===== src/rtl/spw_rx_pkg.sv =====
// spw_rx_pkg: shared SpaceWire receive constants, control codes and decoder state encoding.
package spw_rx_pkg;
  localparam logic [1:0] CODE_FCT = 2'b00;
  localparam logic [1:0] CODE_EOP = 2'b01;
  localparam logic [1:0] CODE_EEP = 2'b10;
  localparam logic [1:0] CODE_ESC = 2'b11;
  localparam logic [6:0] NULL_PATTERN = 7'b1110100;
  localparam logic [8:0] DATA_EOP = 9'h100;
  localparam logic [8:0] DATA_EEP = 9'h101;
  typedef enum logic [1:0] {ST_HUNT, ST_RUN, ST_ERROR} state_e;
endpackage


===== src/rtl/rx_ds_bit_recover.sv =====
// rx_ds_bit_recover: registers D/S, flags bit events on D^S changes and times link silence.
module rx_ds_bit_recover #(
  parameter int DISCONNECT_CYCLES = 85,
  parameter int DISC_CNT_W = 8
) (
  input  logic clk,
  input  logic rst,
  input  logic enable,
  input  logic din,
  input  logic sin,
  output logic bit_event,
  output logic bit_val,
  output logic disconnect
);
  localparam logic [DISC_CNT_W-1:0] CNT_MAX = DISC_CNT_W'(DISCONNECT_CYCLES);
  logic din_q, din_d, sin_q, sin_d, xor_q, xor_d, seen_q, seen_d;
  logic [DISC_CNT_W-1:0] cnt_q, cnt_d;
  always_comb begin
    din_d = din;
    sin_d = sin;
    xor_d = din_q ^ sin_q;
    bit_event = xor_d != xor_q;
    bit_val = din_q;
    seen_d = enable & (seen_q | bit_event);
    cnt_d = (!enable || bit_event) ? '0 : (seen_q && cnt_q != CNT_MAX) ? cnt_q + 1'b1 : cnt_q;
    disconnect = enable & (cnt_q == CNT_MAX);
  end
  always_ff @(posedge clk) begin
    if (rst) begin
      din_q <= 1'b0;
      sin_q <= 1'b0;
      xor_q <= 1'b0;
      seen_q <= 1'b0;
      cnt_q <= '0;
    end else begin
      din_q <= din_d;
      sin_q <= sin_d;
      xor_q <= xor_d;
      seen_q <= seen_d;
      cnt_q <= cnt_d;
    end
  end
endmodule


===== src/rtl/rx_char_decode.sv =====
// rx_char_decode: hunts for NULL, then frames, parity-checks and decodes SpaceWire characters.
module rx_char_decode
  import spw_rx_pkg::*;
#(
  parameter int DISCONNECT_CYCLES = 85,
  parameter int DISC_CNT_W = 8
) (
  input  logic       pclk_rx,
  input  logic       reset_rx,
  input  logic       rx_enable,
  input  logic       rx_din,
  input  logic       rx_sin,
  output logic       rx_got_null,
  output logic       rx_got_fct,
  output logic       rx_got_data,
  output logic [8:0] rx_data,
  output logic       rx_got_time_code,
  output logic [7:0] rx_time_out,
  output logic       rx_error_parity,
  output logic       rx_error_esc,
  output logic       rx_error_disconnect
);
  logic bit_event, bit_val, disconnect, last;
  state_e state_q, state_d;
  logic [6:0] win_q, win_d;
  logic [7:0] sh_q, sh_d, sh_n, time_q, time_d;
  logic [3:0] cnt_q, cnt_d;
  logic [8:0] data_q, data_d;
  logic flag_q, flag_d, pbit_q, pbit_d, acc_q, acc_d, acc_n, par_q, par_d, esc_q, esc_d;
  logic null_q, null_d, fct_q, fct_d, dat_q, dat_d, tc_q, tc_d;
  logic e_par_q, e_par_d, e_esc_q, e_esc_d, e_disc_q, e_disc_d;

  rx_ds_bit_recover #(.DISCONNECT_CYCLES(DISCONNECT_CYCLES), .DISC_CNT_W(DISC_CNT_W)) u_bit (
    .clk(pclk_rx), .rst(reset_rx), .enable(rx_enable), .din(rx_din), .sin(rx_sin),
    .bit_event(bit_event), .bit_val(bit_val), .disconnect(disconnect)
  );

  always_comb begin
    state_d = state_q;
    win_d = win_q;
    sh_d = sh_q;
    cnt_d = cnt_q;
    flag_d = flag_q;
    pbit_d = pbit_q;
    acc_d = acc_q;
    par_d = par_q;
    esc_d = esc_q;
    data_d = data_q;
    time_d = time_q;
    null_d = 1'b0;
    fct_d = 1'b0;
    dat_d = 1'b0;
    tc_d = 1'b0;
    e_par_d = e_par_q;
    e_esc_d = e_esc_q;
    e_disc_d = e_disc_q;
    sh_n = {bit_val, sh_q[7:1]};
    acc_n = acc_q ^ bit_val;
    last = flag_q ? cnt_q == 4'd3 : cnt_q == 4'd9;
    if (!rx_enable) begin
      state_d = state_q == ST_ERROR ? ST_ERROR : ST_HUNT;
      win_d = '0;
      cnt_d = '0;
      esc_d = 1'b0;
    end else begin
      if (state_q == ST_HUNT && bit_event) begin
        win_d = {win_q[5:0], bit_val};
        if (win_d == NULL_PATTERN) begin
          null_d = 1'b1;
          par_d = 1'b0;
          cnt_d = '0;
          esc_d = 1'b0;
          state_d = ST_RUN;
        end
      end else if (state_q == ST_RUN && bit_event) begin
        cnt_d = cnt_q + 4'd1;
        if (cnt_q == 4'd0) pbit_d = bit_val;
        else if (cnt_q == 4'd1) begin
          flag_d = bit_val;
          acc_d = 1'b0;
          if (!(par_q ^ pbit_q ^ bit_val)) begin
            e_par_d = 1'b1;
            state_d = ST_ERROR;
          end
        end else begin
          sh_d = sh_n;
          acc_d = acc_n;
          if (last) begin
            cnt_d = '0;
            par_d = acc_n;
            esc_d = 1'b0;
            if (flag_q) begin
              // After two shifts the control bits sit at [7:6] as {c1,c0}
              if (sh_n[7:6] == CODE_FCT) begin
                null_d = esc_q;
                fct_d = !esc_q;
              end else if (esc_q) begin
                e_esc_d = 1'b1;
                state_d = ST_ERROR;
              end else if (sh_n[7:6] == CODE_ESC) esc_d = 1'b1;
              else begin
                dat_d = 1'b1;
                data_d = sh_n[7:6] == CODE_EOP ? DATA_EOP : DATA_EEP;
              end
            end else if (esc_q) begin
              tc_d = 1'b1;
              time_d = sh_n;
            end else begin
              dat_d = 1'b1;
              data_d = {1'b0, sh_n};
            end
          end
        end
      end
      if (disconnect) begin
        e_disc_d = 1'b1;
        state_d = ST_ERROR;
      end
    end
  end

  always_ff @(posedge pclk_rx) begin
    if (reset_rx) begin
      state_q <= ST_HUNT;
      win_q <= '0;
      sh_q <= '0;
      cnt_q <= '0;
      flag_q <= 1'b0;
      pbit_q <= 1'b0;
      acc_q <= 1'b0;
      par_q <= 1'b0;
      esc_q <= 1'b0;
      data_q <= '0;
      time_q <= '0;
      null_q <= 1'b0;
      fct_q <= 1'b0;
      dat_q <= 1'b0;
      tc_q <= 1'b0;
      e_par_q <= 1'b0;
      e_esc_q <= 1'b0;
      e_disc_q <= 1'b0;
    end else begin
      state_q <= state_d;
      win_q <= win_d;
      sh_q <= sh_d;
      cnt_q <= cnt_d;
      flag_q <= flag_d;
      pbit_q <= pbit_d;
      acc_q <= acc_d;
      par_q <= par_d;
      esc_q <= esc_d;
      data_q <= data_d;
      time_q <= time_d;
      null_q <= null_d;
      fct_q <= fct_d;
      dat_q <= dat_d;
      tc_q <= tc_d;
      e_par_q <= e_par_d;
      e_esc_q <= e_esc_d;
      e_disc_q <= e_disc_d;
    end
  end

  assign rx_got_null = null_q;
  assign rx_got_fct = fct_q;
  assign rx_got_data = dat_q;
  assign rx_data = data_q;
  assign rx_got_time_code = tc_q;
  assign rx_time_out = time_q;
  assign rx_error_parity = e_par_q;
  assign rx_error_esc = e_esc_q;
  assign rx_error_disconnect = e_disc_q;
endmodule

===== config.mk =====
export PLATFORM = sky130hd
export DESIGN_NAME = rx_char_decode
export DESIGN_NICKNAME = d
export VERILOG_FILES = /design/src/rtl/spw_rx_pkg.sv /design/src/rtl/rx_ds_bit_recover.sv /design/src/rtl/rx_char_decode.sv
export SDC_FILE = /design/constraint.sdc
export NUM_CORES = 1
export LEC_CHECK = 0
export CAP_MARGIN = 15
export CORE_ASPECT_RATIO = 0.6
export CORE_MARGIN = 2
export CORE_UTILIZATION = 40
export CTS_CLUSTER_DIAMETER = 80
export DETAILED_ROUTE_END_ITERATION = 6
export REMOVE_ABC_BUFFERS = 1
export SYNTH_ARGS = -nofsm -noshare
export SYNTH_HDL_FRONTEND = slang
export SYNTH_SLANG_ARGS = --single-unit

===== constraint.sdc =====
create_clock -name pclk_rx -period 6.25 [get_ports pclk_rx]
set_input_delay 1.875 -clock pclk_rx [delete_from_list [all_inputs] [get_ports pclk_rx]]
set_output_delay 1.875 -clock pclk_rx [all_outputs]
set_load 0.02 [all_outputs]

==> results.py, run 1 <==
metrics = {
    "cts": {
        "post_cts_buffers": 0,
        "postCtsResizedCells": 0,
        "clock-sinks": 60,
        "cts_inserted_buffers": 9,
        "cts_buffer_depth": 2,
        "clk_pin_slew_worst_paths_ns": 0.07,
        "clockRootBuffer": "clkbuf_8",
        "cts_tree": "yes",
        "clk-insertion-delay-late_ns": 0.34,
        "ctsHtreeMaxLevel": 3,
        "ctsHoldBuffers": 0,
    },
    "worst_setup_path": {
        "start_kind": "primary input",
        "crit_slowest_cell": "a2111oi_4",
        "r2r-end": "rx_time_out[4]$_SDFFE_PP0P_",
        "timing.rr.start": "u_bit.bit_val$_SDFF_PP0_",
        "path_cells": "clkdlybuf4s50_1 > nand2_1 > a2111oi_4 > and3_1 > mux2i_1 > nor2_1",
        "critPathKind": "primary input to flop",
        "reg2regPathDepth": 5,
        "worst_ep_required_time_ns": 6.47,
        "cp-startpoint": "rx_enable",
        "crit_path_end": "rx_time_out[4]$_SDFFE_PP0P_",
        "crit_fanout": 10,
        "critPathCaptureType": "flop",
        "arrival_ns": 4.27,
        "rrSetupSlack_ns": 3.22,
        "cpPeakStageDelay_ns": 0.77,
    },
    "yosys": {
        "synth_cells": 286,
        "ys_seq_area_share_pct": 45.93,
        "syn_avg_cell_area_sq_um": 9.143,
        "ys_seq_elements": 60,
        "yosys_warnings": 0,
        "synth_compound_area_share_pct": 11.15,
        "yosys.area_share.simple_pct": 24.02,
        "async_flop_share_pct": 0,
        "synth_area_leaders": "dfxtp_1, mux2i_1, nor2_1",
        "yosys_most_used_dff": "dfxtp_1",
        "syn_area_sq_mm": 0.002615,
        "muxShareOfSynthArea_pct": 7.273,
        "synth_top_family_by_area": "simple AND/OR/NAND/NOR gates",
        "synth_cell_types": 47,
        "synthAdderAreaFrac_pct": 2.392,
        "synth_edf_count": 0,
        "synth_top_area_share_pct": 45.93,
        "synth_largest_area_cell": "dfxtp_1",
        "synth-xor-area-share_pct": 5.502,
    },
    "routing": {
        "firstDrtPassIters": 5,
        "routed_via_density": 5.055,
        "num_vias": 2037,
        "detail_route.wl_per_cell_um": 13.06,
        "drc": 0,
        "drt_wl_total_mm": 5.265,
        "drtAntennaViolNets": 0,
        "drt_iter0_markers": 136,
    },
    "sta": {
        "tns_ns": 0,
        "rsz0062_at_grt": "no",
        "slew_headroom_pct": 38.19,
        "worst_pin_slew_ns": 0.9201,
        "setup_viol": 0,
        "fin_crit_sh_pct": 64.93,
        "final.min_clock_period_ns": 4.058,
        "fin_skew_ns": 0.007143,
        "drv_slew": 0,
        "finalHoldViolations": 0,
        "max_clock_freq_mhz": 246.4,
    },
    "floorplan": {
        "ios": 29,
        "die_x_um": 108.4,
        "fp.dieArea_sq_mm": 0.007222,
        "start_util_pct": 42.04,
        "die_h_um": 66.63,
        "num_rows": 22,
        "core_area_sq_mm": 0.006221,
    },
    "worst_hold_path": {
        "min_path_type": "flop to flop",
        "min_from": "rx_data[5]$_SDFFE_PP0P_",
    },
    "final_layout": {
        "areaGrowthSynthToFinish_pct": 19.76,
        "n_antenna_cell": 0,
        "drive_gt1_share_pct": 8.777,
        "nNetsFinal": 324,
    },
    "power_and_ir_drop": {
        "vdd_drop_max_v": 0.0001267,
        "p_leak_nw": 1.031,
        "p_per_area_mw_per_mm2": 237.6,
        "finalPower_mw": 0.7440,
    },
    "grt": {
        "overflow": 0,
        "grtUsageTotal_pct": 16.61,
        "grt_max_degree": 39,
        "grt_pass1_vias": 1821,
        "grt_pass1_wl_mm": 8.963,
        "antenna_found_initial": 0,
    },
    "placed_design": {
        "dp_hpwl_mm": 3.661,
        "place.gp.congestion": 0.7937,
        "portBuffers": 28,
    },
    "run": {
        "cap_violations": 0,
    },
    "run_status": {
        "status": "complete, no violations",
    },
}
## stage by stage
stage / std cells / hold slack [ns] / worst slack, ns / cell area, sq um / util (%)
6_report: 403 / 0.4512 / 2.192 / 3132 / 50.34
4_1_cts: 402 / 0.4537 / 2.187 / 3124 / 50.22
3_5_place_dp: 386 / 0.4448 / 1.822 / 2937 / 47.20
3_3_place_gp: 386 / 0.4392 / 1.904 / 2937 / 47.20
2_1_floorplan: 273 / 0.4320 / 2.716 / 2544 / -
5_1_grt: 403 / 0.4783 / 2.046 / 3132 / 50.34
## Yosys cell counts (all sizes together), types with 4 or more instances
cell,n
xor2,4
a21oi,27
buf,5
or3b,6
dfxtp,60
inv,7
nand3,12
and3,4
nand4,4
xnor2,7
ha,5
or3,4
nand2,34
nor2,37
mux2i,19
nor2b,4
nor3,6
clkbuf,8
## how the worst min path moves through the flow
stage	endpoint	slack [ns]	depth (start not counted)
floorplan	win_q[5]$_SDFFE_PP0P_	0.43	2
global placement	rx_data[6]$_SDFFE_PP0P_	0.44	2
detailed placement	rx_data[3]$_SDFFE_PP0P_	0.44	2
CTS	rx_data[3]$_SDFFE_PP0P_	0.45	2
global route	rx_data[6]$_SDFFE_PP0P_	0.48	2
finish	rx_data[5]$_SDFFE_PP0P_	0.45	2
## registers in the layout (all words and copies together) (netlist names), 2 cells and up
| name | count |
|---|---|
| state_q | 2 |
| rx_data | 9 |
| u_bit.cnt_q | 8 |
| rx_time_out | 8 |
| sh_q | 7 |
| win_q | 6 |
| cnt_q | 4 |
## per-layer routing
layer | vias up | global-route usage (%) | share of wire [%]
met5 | - | 0 | 0
met4 | 0 | 6.250 | 0.42
met3 | 2 | 7.926 | 6.3
met2 | 38 | 20.52 | 39
met1 | 946 | 24.03 | 55
li1 | 1051 | - | -
## layout by cell type (no fill, tap or decap), drive strengths merged, types with 2 or more instances in the layout
cell type       n
dfxtp          60
nor2           37
nand2          34
clkdlybuf4s50  28
a21oi          27
mux2i          19
nand3          12
clkbuf         12
inv             7
xnor2           7
or3b            6
nor3            6
ha              5
nand4           4
and3            4
nor2b           4
or3             4
xor2            4
clkinv          3
nand2b          2
nand3b          2
nor4bb          2
a31oi           2
a311o           2
a41oi           2
o21ai           2
buf             2
a2111oi         2
## cell families after synthesis
logic type | count (synthesis)
xor+xnor | 13
compound gates | 44
buf+inv | 20
fa+ha+maj | 5
flops | 60
mux | 19
simple gates | 125
## worst max-delay path: cells and delay by family
| kind | cells | cell delay [ns] |
|---|---|---|
| AOI/OAI and AO/OA | 1 | 0.77 |
| buffers and inverters | 1 | 0.55 |
| muxes | 1 | 0.25 |
| and+or+nand+nor | 3 | 0.81 |
## power by group
| group | leakage, nW | internal, mW | switching (mW) |
|---|---|---|---|
| logic | 0.449 | 0.0118 | 0.0216 |
| registers | 0.484 | 0.385 | 0.00376 |
| clock network | 0.0982 | 0.174 | 0.148 |
| total | 1.03 | 0.570 | 0.174 |
## final cells by class
cell class | count | area [sq um]
Fill cell | 625 | 3089
Multi-Input combinational cell | 206 | 1316
Sequential cell | 60 | 1201
Timing Repair Buffer | 30 | 295.3
Clock buffer | 12 | 165.2
Tap cell | 84 | 105.1
Inverter | 7 | 26.28
Clock inverter | 4 | 22.52
Power figures use the tool's default switching activity.
==> inputs of run 2 (changes only) <==
Clock period 6.25 ns to 3.45 ns, I/O delays scaled along.
==> run 2 against run 1 <==
Worst setup slack lost 1.4 ns. Critical path type unchanged. Total power grew 81%. Hold slack gained 0.00066 ns. Non-clock buffer count grew 5. Cell count grew 1.2%. Global-route usage grew 0.73 points. Register-to-register slack lost 2.4 ns. Sequential power grew 80%. Combinational power grew 110%. Flip-flop and latch count is the same.
==> results.py, run 2 (synthesis results as in run 1) <==
metrics = {
    "worst_setup_path": {
        "critPathKind": "primary input to flop",
        "worst_ep_required_time_ns": 3.73,
        "reg2regPathDepth": 8,
        "critPathCaptureType": "flop",
        "arrival_ns": 2.94,
        "crit_fanout": 18,
        "path_cells": "clkdlybuf4s50_1 > nand2_1 > nor3_4 > o211ai_1 > buf_4 > or3b_2 > a21oi_1",
        "start_kind": "primary input",
        "cpPeakStageDelay_ns": 0.54,
        "crit_slowest_cell": "clkdlybuf4s50_1",
    },
    "cts": {
        "clk_pin_slew_worst_paths_ns": 0.07,
        "ctsHtreeMaxLevel": 3,
        "post_cts_buffers": 0,
        "postCtsResizedCells": 0,
        "cts_buffer_depth": 2,
        "clockRootBuffer": "clkbuf_8",
        "ctsHoldBuffers": 0,
        "cts_inserted_buffers": 9,
        "clk-insertion-delay-late_ns": 0.35,
        "clock-sinks": 60,
        "cts_tree": "yes",
    },
    "final_layout": {
        "seq_area_sq_mm": 0.001201,
        "layout_commonest_cell": "dfxtp_1",
        "drive_gt1_share_pct": 10.19,
        "areaGrowthSynthToFinish_pct": 21.00,
        "n_antenna_cell": 0,
        "final_area_sq_mm": 0.003164,
        "fillers": 617,
        "nNetsFinal": 329,
        "largest_register_ffs": 9,
        "multi_input_area_sq_mm": 0.001316,
        "mostFrequentLayoutCells": "dfxtp_1, nor2_1, nand2_1, clkdlybuf4s50_1, a21oi_1",
    },
    "sta": {
        "drv_slew": 0,
        "rsz0062_at_grt": "no",
        "max_clock_freq_mhz": 376.1,
        "slew_headroom_pct": 60.78,
        "finalHoldViolations": 0,
        "tns_ns": 0,
        "fin_crit_sh_pct": 77.07,
        "worst_pin_slew_ns": 0.5839,
        "fin_skew_ns": 0.01052,
        "setup_viol": 0,
        "final.min_clock_period_ns": 2.659,
    },
    "routing": {
        "num_vias": 2088,
        "drt_wl_total_mm": 5.646,
        "routed_via_density": 5.118,
        "detail_route.wl_per_cell_um": 13.84,
        "drt_iter0_markers": 126,
        "firstDrtPassIters": 5,
        "drc": 0,
        "drtAntennaViolNets": 0,
    },
    "floorplan": {
        "core_area_sq_mm": 0.006221,
        "start_util_pct": 42.04,
        "ios": 29,
        "die_x_um": 108.4,
        "die_h_um": 66.63,
        "num_rows": 22,
        "fp.dieArea_sq_mm": 0.007222,
    },
    "power_and_ir_drop": {
        "swShare_pct": 26.52,
        "p_per_area_mw_per_mm2": 426.3,
        "clkPwrFrac_pct": 42.9,
        "switching_power_mw": 0.3577,
        "comb_power_share_pct": 5.2,
        "p_leak_nw": 1.045,
        "p_int_mw": 0.9911,
        "vdd_drop_max_v": 0.0002282,
        "seq_power_share_pct": 51.9,
    },
    "grt": {
        "overflow": 0,
        "grtUsageTotal_pct": 17.34,
        "antenna_found_initial": 0,
        "grt_pass1_vias": 1930,
        "grt_pass1_wl_mm": 9.418,
        "grt_max_degree": 38,
    },
    "worst_hold_path": {
        "min_path_type": "flop to flop",
        "hold_depth": 2,
    },
    "run": {
        "cap_violations": 0,
    },
    "placed_design": {
        "place.gp.congestion": 0.8368,
        "portBuffers": 28,
        "dp_hpwl_mm": 3.932,
        "placed_cell_area_sq_mm": 0.002982,
    },
    "run_status": {
        "status": "complete, no violations",
    },
}
run 2: changes by cell type in the layout (fill, tap and decap cells not counted), sizes merged:
cell      previous run  this run
buf                  2         7
clkbuf              12         9
inv                  7        10
clkinv               3         2
clkinvlp             1         2
run 2: cell type report:
| class | count | area share, % |
|---|---|---|
| well taps | 84 | 3.321 |
| multi-input cells | 206 | 41.60 |
| flip-flops and latches | 60 | 37.96 |
| clock buffers | 9 | 3.915 |
| inverters | 7 | 0.8304 |
| clock inverters | 7 | 1.858 |
| repair buffers | 35 | 10.52 |
run 2: path summary, 6_finish.rpt:
kind	from	end	slack, ns
setup / recovery	rx_enable	rx_data[4]$_SDFFE_PP0P_	0.79
setup reg to reg	cnt_q[0]$_SDFFE_PP0P_	rx_data[4]$_SDFFE_PP0P_	0.86
hold reg to reg	rx_error_disconnect$_SDFFE_PP0P_	rx_error_disconnect$_SDFFE_PP0P_	0.45
hold / removal	rx_error_disconnect$_SDFFE_PP0P_	rx_error_disconnect$_SDFFE_PP0P_	0.45
run 2: power groups by stage:
stage / clock, mW / combinational, mW / sequential [mW]
2_1_floorplan: 0 / 0.0376 / 0.717
3_3_place_gp: 0 / 0.0698 / 0.716
3_5_place_dp: 0 / 0.0696 / 0.716
4_1_cts: 0.600 / 0.0704 / 0.700
5_1_grt: 0.631 / 0.0775 / 0.700
6_report: 0.578 / 0.0708 / 0.700
run 2: metrics by stage:
stage               worst slack (ns)  instances  util (%)  power (mW)  hold WS [ns]
global placement              0.4960        392     47.93      0.7857        0.4419
CTS                           0.8090        408     50.86       1.370        0.4550
global route                  0.6236        408     50.86       1.409        0.4660
detailed placement            0.4547        392     47.93      0.7856        0.4454
floorplan                     0.7560        273         -      0.7548        0.4320
finish                        0.7909        408     50.86       1.349        0.4519
run 2: per-layer routing:
metal,GRT usage [%],wire (um)
met5,0,0
met4,5.769,48
met3,6.849,411
met2,22.72,2152
met1,25.28,3033
run 2: worst max-delay path: cells and delay by family:
family / cells / cell delay [ns]
AOI/OAI and AO/OA: 2 / 0.28
buffers and inverters: 2 / 0.75
and+or+nand+nor: 3 / 0.87
